<file path="src/rtl/irq_event_ctrl.sv">
`default_nettype none
// ============================================================================
// Module      : irq_event_ctrl
// Description : Per-channel event capture with pending/enable/overrun
//               registers, saturating event counters, a small register
//               file and a registered level interrupt.
// Revision    : 1.0 - initial release
// ============================================================================
module irq_event_ctrl #(
    parameter int NUM_CH = 4,
    parameter int CNT_W  = 8
) (
    input  logic              clk,
    input  logic              rst_n,
    input  logic [NUM_CH-1:0] ev_pulse,
    input  logic              reg_wr,
    input  logic              reg_rd,
    input  logic [2:0]        reg_addr,
    input  logic [31:0]       reg_wdata,
    output logic [31:0]       reg_rdata,
    output logic              reg_rvalid,
    output logic              irq
);

    localparam logic [2:0] ADDR_PENDING = 3'd0;
    localparam logic [2:0] ADDR_ENABLE  = 3'd1;
    localparam logic [2:0] ADDR_OVERRUN = 3'd2;
    localparam logic [2:0] ADDR_COUNT0  = 3'd4;
    localparam logic [CNT_W-1:0] CNT_ONE = CNT_W'(1);
    localparam logic [CNT_W-1:0] CNT_MAX = {CNT_W{1'b1}};

    logic [NUM_CH-1:0] pending;
    logic [NUM_CH-1:0] enable;
    logic [NUM_CH-1:0] overrun;
    logic [CNT_W-1:0]  count [NUM_CH];

    logic              wr_pending;
    logic              wr_enable;
    logic              wr_overrun;
    logic [NUM_CH-1:0] wmask;
    logic [NUM_CH-1:0] pend_clr;
    logic [NUM_CH-1:0] ovr_clr;
    logic [NUM_CH-1:0] new_ovr;
    logic [NUM_CH-1:0] pending_next;
    logic [NUM_CH-1:0] overrun_next;
    logic [31:0]       rd_mux;
    logic              unused_wdata;

    // Only the low NUM_CH data bits carry meaning for any register.
    assign unused_wdata = &{1'b0, reg_wdata[31:NUM_CH]};

    assign wr_pending = reg_wr && (reg_addr == ADDR_PENDING);
    assign wr_enable  = reg_wr && (reg_addr == ADDR_ENABLE);
    assign wr_overrun = reg_wr && (reg_addr == ADDR_OVERRUN);
    assign wmask      = reg_wdata[NUM_CH-1:0];
    assign pend_clr   = wr_pending ? wmask : '0;
    assign ovr_clr    = wr_overrun ? wmask : '0;

    // An event arriving in the same cycle as its own W1C only re-arms the
    // pending bit; it is not treated as an overrun of the cleared event.
    assign new_ovr      = ev_pulse & pending & ~pend_clr;
    assign pending_next = (pending & ~pend_clr) | ev_pulse;
    assign overrun_next = (overrun & ~ovr_clr) | new_ovr;

    // Status/control registers and the registered interrupt level.
    always_ff @(posedge clk or negedge rst_n) begin
        if (!rst_n) begin
            pending <= '0;
            enable  <= '0;
            overrun <= '0;
            irq     <= 1'b0;
        end else begin
            pending <= pending_next;
            overrun <= overrun_next;
            if (wr_enable) begin
                enable <= wmask;
            end
            irq <= |(pending & enable);
        end
    end

    generate
        for (genvar ch = 0; ch < NUM_CH; ch++) begin : g_cnt
            localparam logic [2:0] CH_ADDR = 3'(4 + ch);
            logic cnt_wr;
            assign cnt_wr = reg_wr && (reg_addr == CH_ADDR);

            // Saturating event counter; an event beats a same-cycle clear.
            always_ff @(posedge clk or negedge rst_n) begin
                if (!rst_n) begin
                    count[ch] <= '0;
                end else if (ev_pulse[ch]) begin
                    if (cnt_wr) begin
                        count[ch] <= CNT_ONE;
                    end else if (count[ch] != CNT_MAX) begin
                        count[ch] <= count[ch] + CNT_ONE;
                    end
                end else if (cnt_wr) begin
                    count[ch] <= '0;
                end
            end
        end
    endgenerate

    // Read mux over the pre-update register values, zero-extended.
    always_comb begin
        rd_mux = '0;
        case (reg_addr)
            ADDR_PENDING: rd_mux[NUM_CH-1:0] = pending;
            ADDR_ENABLE:  rd_mux[NUM_CH-1:0] = enable;
            ADDR_OVERRUN: rd_mux[NUM_CH-1:0] = overrun;
            default:      rd_mux = '0;
        endcase
        for (int c = 0; c < NUM_CH; c++) begin
            if (reg_addr == (ADDR_COUNT0 + 3'(c))) begin
                rd_mux[CNT_W-1:0] = count[c];
            end
        end
    end

    // Read response one cycle after the strobe; data is zero when idle.
    always_ff @(posedge clk or negedge rst_n) begin
        if (!rst_n) begin
            reg_rvalid <= 1'b0;
            reg_rdata  <= '0;
        end else begin
            reg_rvalid <= reg_rd;
            reg_rdata  <= reg_rd ? rd_mux : '0;
        end
    end

endmodule
`default_nettype wire

</file>
<file path="config.mk">
export PLATFORM = sky130hd
export DESIGN_NAME = irq_event_ctrl
export DESIGN_NICKNAME = d
export VERILOG_FILES = /design/src/rtl/irq_event_ctrl.sv
export SDC_FILE = /design/constraint.sdc
export NUM_CORES = 1
export LEC_CHECK = 0
export ABC_CLOCK_PERIOD_IN_PS = 4000
export BUFFER_PORTS_ARGS = -buffer_cell sky130_fd_sc_hd__buf_4
export CAP_MARGIN = 5
export CORE_MARGIN = 2
export CORE_UTILIZATION = 58
export DETAILED_ROUTE_END_ITERATION = 8
export PLACE_DENSITY = 0.85
export SETUP_SLACK_MARGIN = 0.3
export SYNTH_ARGS = -nofsm -noshare
export SYNTH_HDL_FRONTEND = slang
export SYNTH_SLANG_ARGS = --single-unit
</file>
<file path="constraint.sdc">
create_clock -name clk -period 4 [get_ports clk]
set_clock_uncertainty 0.05 [all_clocks]
set_input_delay 0.6 -clock clk [delete_from_list [all_inputs] [get_ports clk]]
set_output_delay 0.6 -clock clk [all_outputs]
set_load 0.01 [all_outputs]
</file>
==> impl_metrics.py, run 1 <==
metrics = {
    "outcome": {
        "run_status": "completed",
    },
    "die": {
        "placeableCoreArea_mm2": 0.00551,
        "io-pin-count": 77,
        "placement_rows": 27,
        "floorplan.die_area_mm2": 0.00634,
        "floorplan.die.height_um": 79.6,
        "initial_core_util_pct": 60.2,
        "die_width_um": 79.6,
    },
    "detailed_routing": {
        "wirelength_met1_um": 3020,
        "dr_total_vias": 2545,
        "drt_wl_total_um": 6850,
        "highest-signal-layer": "met4",
        "drc": 0,
        "wire_per_inst_um": 17.0,
        "drt-vias-per-instance": 6.33,
        "detailedRoute.firstPassIterationCount": 4,
        "final_antenna_violating_net_count": 0,
        "wl_met3_um": 378,
        "wl_met2_um": 3340,
        "drt-initial-drc-count": 247,
    },
    "sta": {
        "final-setup-viol-count": 0,
        "timing_worst_slew_pin_value_ns": 0.663,
        "unrepaired_setup_endpoints_after_global_routing": "no",
        "setup-tns-final_ns": 0,
        "fin_crit_sh_pct": 43.1,
        "period_needed_ns": 1.73,
        "max_fclk_mhz": 580,
        "max-slew-margin-rel_pct": 55.8,
        "slew_violations": 0,
        "timing.final.hold_violations": 0,
    },
    "clocking": {
        "cts.htree.levels": 2,
        "clockBufferDepth": 2,
        "cts.clk_slew.worst_paths_ns": 0.11,
        "clk_root_buffer_cell": "sky130_fd_sc_hd__clkbuf_8",
        "tritoncts": "yes",
        "cts_repair_resize_count": 0,
        "cts_made_buffers": 5,
        "ctsHoldBuffers": 0,
        "clk_latency_ns": 0.32,
        "clkSinkCount": 54,
        "cts_setup_buffers": 0,
    },
    "global_route": {
        "maximum_number_of_pins_on_one_net_before_global_route_repair": 55,
        "grt_util_all_layers_pct": 23.7,
        "grt_first_pass_wirelength_um": 11600,
        "initial_antenna_violation_count": 0,
        "grt_total_ovfl": 0,
        "grt_pass1_vias": 2385,
    },
    "synth": {
        "synthesis.instances": 318,
        "synth_enable_flop_cells": 0,
        "yosys_register_bits": 54,
        "syn_area_mm2": 0.00332,
        "yosysUniqueCellTypes": 56,
        "syn_avg_cell_area_um2": 10.4,
        "synth.yosys.seq_area_share_pct": 40.7,
        "flip_flop_cell_with_the_highest_count_after_synthesis": "sky130_fd_sc_hd__dfrtp_1",
        "share_of_synthesized_flip_flops_with_an_asynchronous_set_or_reset_pct": 100,
        "yosysWarningCount": 0,
    },
    "min_path": {
        "worst_hold_path_type": "input port to asynchronous set/reset pin",
    },
    "setup_path": {
        "critical_path_arrival_ns": 1.88,
        "path_delay_family": "simple AND/OR/NAND/NOR gates",
        "start_kind": "flop",
        "crit_path_class": "flop to flop",
        "crit_required_ns": 4.16,
        "critical_path.endpoint_type": "flop",
        "crit_chain": "ha_1 -> nand3_1 -> or4b_1 -> o211a_1",
        "cp_slowest_stage_delay_ns": 0.48,
        "cp_slowest_cell": "sky130_fd_sc_hd__or4b_1",
        "worstPathBufferInverterCount": 0,
        "worst-path-max-fanout": 7,
    },
    "place": {
        "routabilityCongestion": 0.884,
        "placed_cell_area_mm2": 0.00337,
        "hpwl_um": 4920,
        "port_buffers": 24,
    },
    "pwr": {
        "power.leakage_nw": 1.55,
        "ir_worst_vdd_mv": 0.260,
        "p_per_area_mw_per_mm2": 463,
    },
    "cells_and_area": {
        "share_of_layout_cells_above_drive_strength_1_pct": 16.1,
        "mostFrequentLayoutCell": "sky130_fd_sc_hd__dfrtp_1",
        "finish.instance_area_mm2": 0.00348,
        "filler_cell_count": 442,
        "area_growth_pct": 5.02,
        "n_antenna_cell": 0,
        "final_nets": 376,
        "most-common-layout-cells": "sky130_fd_sc_hd__dfrtp_1 (54), sky130_fd_sc_hd__nand2_1 (29), sky130_fd_sc_hd__conb_1 (24), sky130_fd_sc_hd__buf_4 (24), sky130_fd_sc_hd__a21oi_1 (21)",
    },
    "run": {
        "max_cap_viol_count": 0,
    },
}
cell type report:
cell class / count / area, um2 / share of cell area (%)
Tap cell: 72 / 90.1 / 2.59
Timing Repair Buffer: 24 / 180 / 5.17
Sequential cell: 54 / 1350 / 38.8
Clock inverter: 3 / 40.0 / 1.15
Inverter: 6 / 22.5 / 0.647
Multi-Input combinational cell: 238 / 1730 / 49.7
Clock buffer: 5 / 68.8 / 1.98
flip-flops by register name, indices dropped and copies added (netlist names):
register    cells
count          32
reg_rdata       8
enable          4
overrun         4
pending         4
irq             1
reg_rvalid      1
synthesized netlist by cell type, types with 9 or more instances:
library cell | count | share of area [%]
sky130_fd_sc_hd__nor3_1 | 12 | 1.8
sky130_fd_sc_hd__a21oi_1 | 21 | 3.2
sky130_fd_sc_hd__a31oi_1 | 9 | 1.7
sky130_fd_sc_hd__nand4_1 | 9 | 1.7
sky130_fd_sc_hd__and3_1 | 10 | 1.9
sky130_fd_sc_hd__nand2_1 | 29 | 3.3
sky130_fd_sc_hd__buf_4 | 28 | 6.3
sky130_fd_sc_hd__nand3_1 | 13 | 2.0
sky130_fd_sc_hd__dfrtp_1 | 54 | 41
sky130_fd_sc_hd__mux2i_1 | 14 | 4.2
power breakdown:
part / internal (mW) / switching [mW]
clock network: 0.185 / 0.185
registers: 0.664 / 0.184
logic: 0.197 / 0.200
worst reg2reg max path, stage by stage, from the launching register on:
cell,delay [ns]
sky130_fd_sc_hd__dfrtp_1,0.47
sky130_fd_sc_hd__ha_1,0.32
sky130_fd_sc_hd__nand3_1,0.15
sky130_fd_sc_hd__or4b_1,0.48
sky130_fd_sc_hd__o211a_1,0.14
stage by stage:
step	setup WS (ns)	instances	util, %	total power, mW	hold WS, ns
2_1_floorplan	2.35	341	-	1.13	0.254
3_3_place_gp	2.08	394	61.3	1.22	0.441
3_5_place_dp	2.06	394	61.3	1.25	0.445
4_1_cts	2.27	402	63.3	1.62	0.278
5_1_grt	2.17	402	63.3	1.72	0.303
6_report	2.27	402	63.3	1.61	0.248
cell families after synthesis:
| family | share of synthesized area, % |
|---|---|
| other | 0.113 |
| buffers and inverters | 9.69 |
| and+or+nand+nor | 22.2 |
| adders and majority gates | 1.51 |
| AOI/OAI and AO/OA | 14.5 |
| muxes | 11.2 |
| DFF | 40.7 |
layer usage:
| layer | vias up | global-route usage, % |
|---|---|---|
| met5 | - | 0 |
| met4 | 0 | 8.28 |
| met3 | 10 | 4.86 |
| met2 | 99 | 38.6 |
| met1 | 1248 | 31.5 |
| li1 | 1188 | - |
worst paths after layout:
kind | startpoint | endpoint | slack, ns | cells past startpoint
worst max register to register | count[16] | count[22] | 2.27 | 4
worst min register to register | overrun[2] | overrun[2] | 0.47 | 1
worst min-delay path | rst_n | pending[3] | 0.25 | 1
worst max-delay path | count[16] | count[22] | 2.27 | 4
min in group clk | reg_rd | reg_rvalid | 0.42 | 1
max in group asynchronous | rst_n | overrun[1] | 3.19 | 1
Note: power is estimated with default switching activity, not from simulation.
==> run 2: changes to the inputs <==
--- a/config.mk
+++ b/config.mk
@@ -5,13 +5,13 @@
 export SDC_FILE = /design/constraint.sdc
 export NUM_CORES = 1
 export LEC_CHECK = 0
-export ABC_CLOCK_PERIOD_IN_PS = 4000
+export ABC_CLOCK_PERIOD_IN_PS = 1800
 export BUFFER_PORTS_ARGS = -buffer_cell sky130_fd_sc_hd__buf_4
 export CAP_MARGIN = 5
 export CORE_MARGIN = 2
-export CORE_UTILIZATION = 58
+export CORE_UTILIZATION = 54
 export DETAILED_ROUTE_END_ITERATION = 8
-export PLACE_DENSITY = 0.85
+export PLACE_DENSITY = 0.8
 export SETUP_SLACK_MARGIN = 0.3
 export SYNTH_ARGS = -nofsm -noshare
 export SYNTH_HDL_FRONTEND = slang
==> constraint.sdc (replaced) <==
create_clock -name clk -period 1.8 [get_ports clk]
set_clock_uncertainty 0.05 [all_clocks]
set_input_delay 0.27 -clock clk [delete_from_list [all_inputs] [get_ports clk]]
set_output_delay 0.27 -clock clk [all_outputs]
set_load 0.01 [all_outputs]
==> impl_metrics.py, run 2 (synthesized netlist as in run 1, its figures left out) <==
metrics = {
    "outcome": {
        "run_status": "completed",
    },
    "die": {
        "placeableCoreArea_mm2": 0.00592,
        "io-pin-count": 77,
        "initial_core_util_pct": 56.0,
        "floorplan.die_area_mm2": 0.00679,
        "floorplan.die.height_um": 82.4,
        "die_width_um": 82.4,
        "placement_rows": 28,
    },
    "sta": {
        "period_needed_ns": 1.48,
        "max-slew-margin-rel_pct": 54.6,
        "unrepaired_setup_endpoints_after_global_routing": "yes",
        "max_fclk_mhz": 674,
        "slew_violations": 0,
        "fin_crit_sh_pct": 82.4,
        "timing_worst_slew_pin_value_ns": 0.680,
        "timing.final.hold_violations": 0,
        "final-setup-viol-count": 0,
        "setup-tns-final_ns": 0,
    },
    "min_path": {
        "hold_depth": 1,
        "hold_crit_start": "reg_rd",
        "worst_hold_path_type": "input port to flop",
        "worstHoldEndpoint": "reg_rvalid",
    },
    "detailed_routing": {
        "wire_per_inst_um": 17.5,
        "detailedRoute.firstPassIterationCount": 5,
        "drc": 0,
        "drt-initial-drc-count": 224,
        "dr_total_vias": 2582,
        "final_antenna_violating_net_count": 0,
        "drt-vias-per-instance": 6.24,
        "drt_wl_total_um": 7260,
    },
    "cells_and_area": {
        "area_growth_pct": 9.02,
        "most-common-layout-cells": "sky130_fd_sc_hd__dfrtp_1 (49), sky130_fd_sc_hd__buf_4 (32), sky130_fd_sc_hd__nand2_1 (29)",
        "final-instance-count-excl-fill": 414,
        "filler_cell_count": 498,
        "n_antenna_cell": 0,
        "regArea_mm2": 0.00136,
        "regMostFlops": "count",
        "area_of_the_multi_input_gates_mm2": 0.00180,
        "mostFrequentLayoutCell": "sky130_fd_sc_hd__dfrtp_1",
        "finish.instance_area_mm2": 0.00362,
        "max_reg_flops": 32,
        "reg.largest.list": "count (32), reg_rdata (8)",
        "share_of_layout_cells_above_drive_strength_1_pct": 22.7,
        "final_nets": 385,
    },
    "setup_path": {
        "regToRegStartpoint": "count[17]",
        "critical_path.endpoint_type": "flop",
        "cp_slowest_stage_delay_ns": 0.43,
        "crit_path_class": "flop to flop",
        "cp_slowest_cell": "sky130_fd_sc_hd__dfrtp_1",
        "critical_path_arrival_ns": 1.66,
        "worst-path-max-fanout": 4,
        "r2r_setup_slack_ns": 0.32,
        "r2r_end": "count[16]",
        "start_kind": "flop",
        "crit_required_ns": 1.97,
        "reg2regPathDepth": 5,
        "crit_chain": "ha_4 -> buf_4 -> and3_1 -> a211o_1 -> o2111ai_1",
    },
    "pwr": {
        "power_mw": 3.65,
        "power.leakage_nw": 1.58,
        "ir_worst_vdd_mv": 0.509,
        "p_per_area_mw_per_mm2": 1010,
    },
    "global_route": {
        "grt_util_all_layers_pct": 23.1,
        "met3_usage_pct": 3.37,
        "groute.layer.met1.usage_pct": 31.3,
        "grt_total_ovfl": 0,
        "grt_first_pass_wirelength_um": 12000,
        "maximum_number_of_pins_on_one_net_before_global_route_repair": 55,
        "initial_antenna_violation_count": 0,
        "grt_use_met2_pct": 37.3,
        "busiest_layer": "met2",
        "grt_pass1_vias": 2459,
    },
    "clocking": {
        "cts.clk_slew.worst_paths_ns": 0.10,
        "clockBufferDepth": 2,
        "clk_root_buffer_cell": "sky130_fd_sc_hd__clkbuf_8",
        "clkSinkCount": 54,
        "cts_made_buffers": 5,
        "clk_latency_ns": 0.30,
        "tritoncts": "yes",
        "cts.htree.levels": 2,
    },
    "place": {
        "dp.cells": 399,
        "placed_cell_area_mm2": 0.00340,
        "routabilityCongestion": 0.889,
        "port_buffers": 24,
        "hpwl_um": 5010,
    },
    "run": {
        "max_cap_viol_count": 0,
    },
}
## run 2: repair_timing
action	4_1_cts	5_1_grt
buffers inserted	4	2
hold buffers	1	0
hold endpoints to repair	54	0
gates resized for setup	9	11
cloned	0	0
setup endpoints to repair	11	19
pin swaps	0	2
## run 2: per-stage QoR
stage / setup WS (ns) / util, % / hold slack [ns]
5_1_grt: 0.243 / 61.1 / 0.0887
4_1_cts: 0.299 / 60.2 / 0.0766
3_5_place_dp: 0.195 / 57.4 / 0.305
6_report: 0.316 / 61.1 / 0.0947
3_3_place_gp: 0.201 / 57.4 / 0.303
2_1_floorplan: 0.303 / - / -0.0756
## run 2: power by group
| part | internal [mW] | leakage [nW] | switching [mW] | total, mW |
|---|---|---|---|---|
| combinational | 0.541 | 0.876 | 0.530 | 1.07 |
| clock | 0.312 | 0.0482 | 0.388 | 0.700 |
| sequential | 1.48 | 0.656 | 0.395 | 1.88 |
| total | 2.33 | 1.58 | 1.31 | 3.65 |
## run 2: metal layers
metal	part of all wire (%)	vias to the layer above
li1	-	1207
met4	0.91	0
met3	5.0	9
met1	43	1280
met5	0	-
met2	51	86
## run 2: area by class of cell
type	count	area share, %
well taps	75	2.60
inverters	6	0.623
repair buffers	33	6.92
clock inverters	1	0.138
clock buffers	7	2.39
flip-flops and latches	54	37.5
multi-input cells	238	49.8
## run 2: worst max path at each step
stage                     cells after the start   startpoint  slack (ns)      endpoint
after floorplan                               4    count[16]        0.30     count[22]
after global placement                        3  reg_addr[0]        0.20     enable[3]
after detailed placement                      4  reg_addr[0]        0.19  reg_rdata[2]
after CTS                                     4     count[0]        0.30      count[4]
after global routing                          5    count[17]        0.24     count[17]
final                                         5    count[17]        0.32     count[16]
## run 2: critical path, delay by kind of cell, from the launching register on
kind                     cells  cell delay (ns)
buffers and inverters        1             0.14
AND/OR/NAND/NOR              1             0.19
flip-flops                   1             0.43
adder cells (fa/ha/maj)      1             0.20
AO/OA/AOI/OAI                2             0.40
==> run 3: changes to the inputs <==
--- a/config.mk
+++ b/config.mk
@@ -5,7 +5,7 @@
 export SDC_FILE = /design/constraint.sdc
 export NUM_CORES = 1
 export LEC_CHECK = 0
-export ABC_CLOCK_PERIOD_IN_PS = 1800
+export ABC_CLOCK_PERIOD_IN_PS = 1400
 export BUFFER_PORTS_ARGS = -buffer_cell sky130_fd_sc_hd__buf_4
 export CAP_MARGIN = 5
 export CORE_MARGIN = 2
==> constraint.sdc (replaced) <==
create_clock -name clk -period 1.4 [get_ports clk]
set_clock_uncertainty 0.05 [all_clocks]
set_input_delay 0.21 -clock clk [delete_from_list [all_inputs] [get_ports clk]]
set_output_delay 0.21 -clock clk [all_outputs]
set_load 0.01 [all_outputs]
==> impl_metrics.py, run 3 (synthesized netlist as in run 1, its figures left out) <==
metrics = {
    "pwr": {
        "p_per_area_mw_per_mm2": 1290,
        "power_mw": 5.91,
        "power.leakage_nw": 1.92,
        "ir_worst_vdd_mv": 0.768,
    },
    "clocking": {
        "clk_root_buffer_cell": "sky130_fd_sc_hd__clkbuf_8",
        "tritoncts": "yes",
        "clkSinkCount": 54,
        "cts_made_buffers": 5,
        "cts.htree.levels": 2,
        "cts.clk_slew.worst_paths_ns": 0.10,
        "clockBufferDepth": 2,
        "clk_latency_ns": 0.32,
    },
    "setup_path": {
        "crit_required_ns": 1.58,
        "path_delay_family": "flip-flops",
        "cp_slowest_stage_delay_ns": 0.48,
        "start_kind": "flop",
        "critical_path_arrival_ns": 1.72,
        "crit_chain": "ha_4 -> and2_4 -> a211oi_2 -> mux2i_1",
        "cp_slowest_cell": "sky130_fd_sc_hd__dfrtp_2",
        "critical_path.endpoint_type": "flop",
        "regToRegStartpoint": "count[24]",
        "crit_path_class": "flop to flop",
        "worstPathBufferInverterCount": 0,
        "worst-path-max-fanout": 4,
        "critical_path.startpoint": "count[24]",
    },
    "place": {
        "routabilityCongestion": 0.850,
        "dp.cells": 423,
        "port_buffers": 24,
        "hpwl_um": 5350,
        "placed_cell_area_mm2": 0.00378,
    },
    "die": {
        "io-pin-count": 77,
        "initial_core_util_pct": 56.0,
        "placeableCoreArea_mm2": 0.00592,
        "floorplan.die_area_mm2": 0.00679,
        "placement_rows": 28,
        "die_width_um": 82.4,
        "floorplan.die.height_um": 82.4,
    },
    "global_route": {
        "grt_total_ovfl": 0,
        "initial_antenna_violation_count": 0,
        "grt_util_all_layers_pct": 27.3,
        "maximum_number_of_pins_on_one_net_before_global_route_repair": 39,
        "groute.layer.met1.usage_pct": 36.0,
        "grt_pass1_vias": 2808,
        "busiest_layer": "met2",
        "met3_usage_pct": 5.54,
        "grt_use_met2_pct": 44.8,
        "grt_first_pass_wirelength_um": 14000,
    },
    "cells_and_area": {
        "reg.largest.list": "count (32), reg_rdata (8)",
        "regMostFlops": "count",
        "max_reg_flops": 32,
        "final-instance-count-excl-fill": 467,
        "most-common-layout-cells": "sky130_fd_sc_hd__buf_4 (55), sky130_fd_sc_hd__dfrtp_1 (38), sky130_fd_sc_hd__nand2_1 (28)",
        "share_of_layout_cells_above_drive_strength_1_pct": 52.0,
        "final_nets": 438,
        "n_antenna_cell": 0,
        "area_growth_pct": 38.3,
        "mostFrequentLayoutCell": "sky130_fd_sc_hd__buf_4",
        "finish.instance_area_mm2": 0.00459,
    },
    "detailed_routing": {
        "drc": 0,
        "wire_per_inst_um": 21.7,
        "drt_wl_total_um": 10100,
        "drt-initial-drc-count": 398,
        "detailedRoute.firstPassIterationCount": 5,
        "final_antenna_violating_net_count": 0,
        "drt-vias-per-instance": 6.43,
        "dr_total_vias": 3002,
    },
    "sta": {
        "max_fclk_mhz": 649,
        "unrepaired_setup_endpoints_after_global_routing": "yes",
        "final-setup-viol-count": 5,
        "slew_violations": 0,
        "post-route-worst-setup-slack_ns": -0.140,
        "period_needed_ns": 1.54,
        "timing_worst_slew_pin_value_ns": 0.505,
        "max-slew-margin-rel_pct": 66.2,
        "timing.final.hold_violations": 0,
        "setup-tns-final_ns": -0.373,
        "fin_crit_sh_pct": 110,
    },
    "outcome": {
        "run_status": "finished with violations",
        "failed_checks": "negative setup slack",
    },
    "run": {
        "max_cap_viol_count": 0,
    },
    "min_path": {
        "worst_hold_path_type": "input port to flop",
        "hold_crit_start": "reg_rd",
    },
}
[run 3: worst paths after layout]
check                      cells past startpoint          to  slack (ns)
max                                            4   count[29]       -0.14
min                                            1  reg_rvalid        0.04
max reg2reg                                    4   count[29]       -0.14
min reg2reg                                    1  overrun[2]        0.48
max in group asynchronous                      3   count[23]        0.56
min in group asynchronous                      2  overrun[0]        0.24
[run 3: per-layer routing]
layer / wire length [um] / vias up
met5: 0 / -
met4: 372 / 0
met3: 665 / 36
met2: 5220 / 158
met1: 3890 / 1486
li1: - / 1322
[run 3: repair_timing]
item | CTS | global route
endpoints found under the hold margin | 16 | 0
hold buffers | 1 | 0
buffers inserted | 27 | 8
pin swaps | 21 | 21
setup endpoints to repair | 41 | 50
resized for setup | 52 | 53
[run 3: where the power goes]
part / switching [mW] / total [mW] / internal (mW)
sequential: 0.507 / 2.44 / 1.93
combinational: 1.19 / 2.53 / 1.35
clock: 0.541 / 0.942 / 0.401
total: 2.23 / 5.91 / 3.68
[run 3: worst reg2reg max path, cell delays in order, from the launching register on]
cell and delay [ns]:
sky130_fd_sc_hd__dfrtp_2 0.48, sky130_fd_sc_hd__ha_4 0.20, sky130_fd_sc_hd__and2_4 0.18, sky130_fd_sc_hd__a211oi_2 0.25, sky130_fd_sc_hd__mux2i_1 0.29
[run 3: metrics by stage]
step | hold slack (ns) | util [%] | setup slack, ns
after detailed placement | 0.0496 | 63.8 | -0.0756
after global placement | 0.0429 | 63.8 | -0.0281
after global routing | 0.0361 | 77.5 | -0.168
after floorplan | -0.136 | - | -0.0414
final | 0.0395 | 77.5 | -0.140
after CTS | 0.0262 | 72.1 | -0.0412
[run 3: final cells by class]
type / count / area, um2
sequential: 54 / 1370
inverter: 6 / 22.5
timing repair buffer: 86 / 787
clock buffer: 7 / 86.3
fill: 362 / 1330
tap: 75 / 93.8
multi-input combinational: 238 / 2220
clock inverter: 1 / 5.00
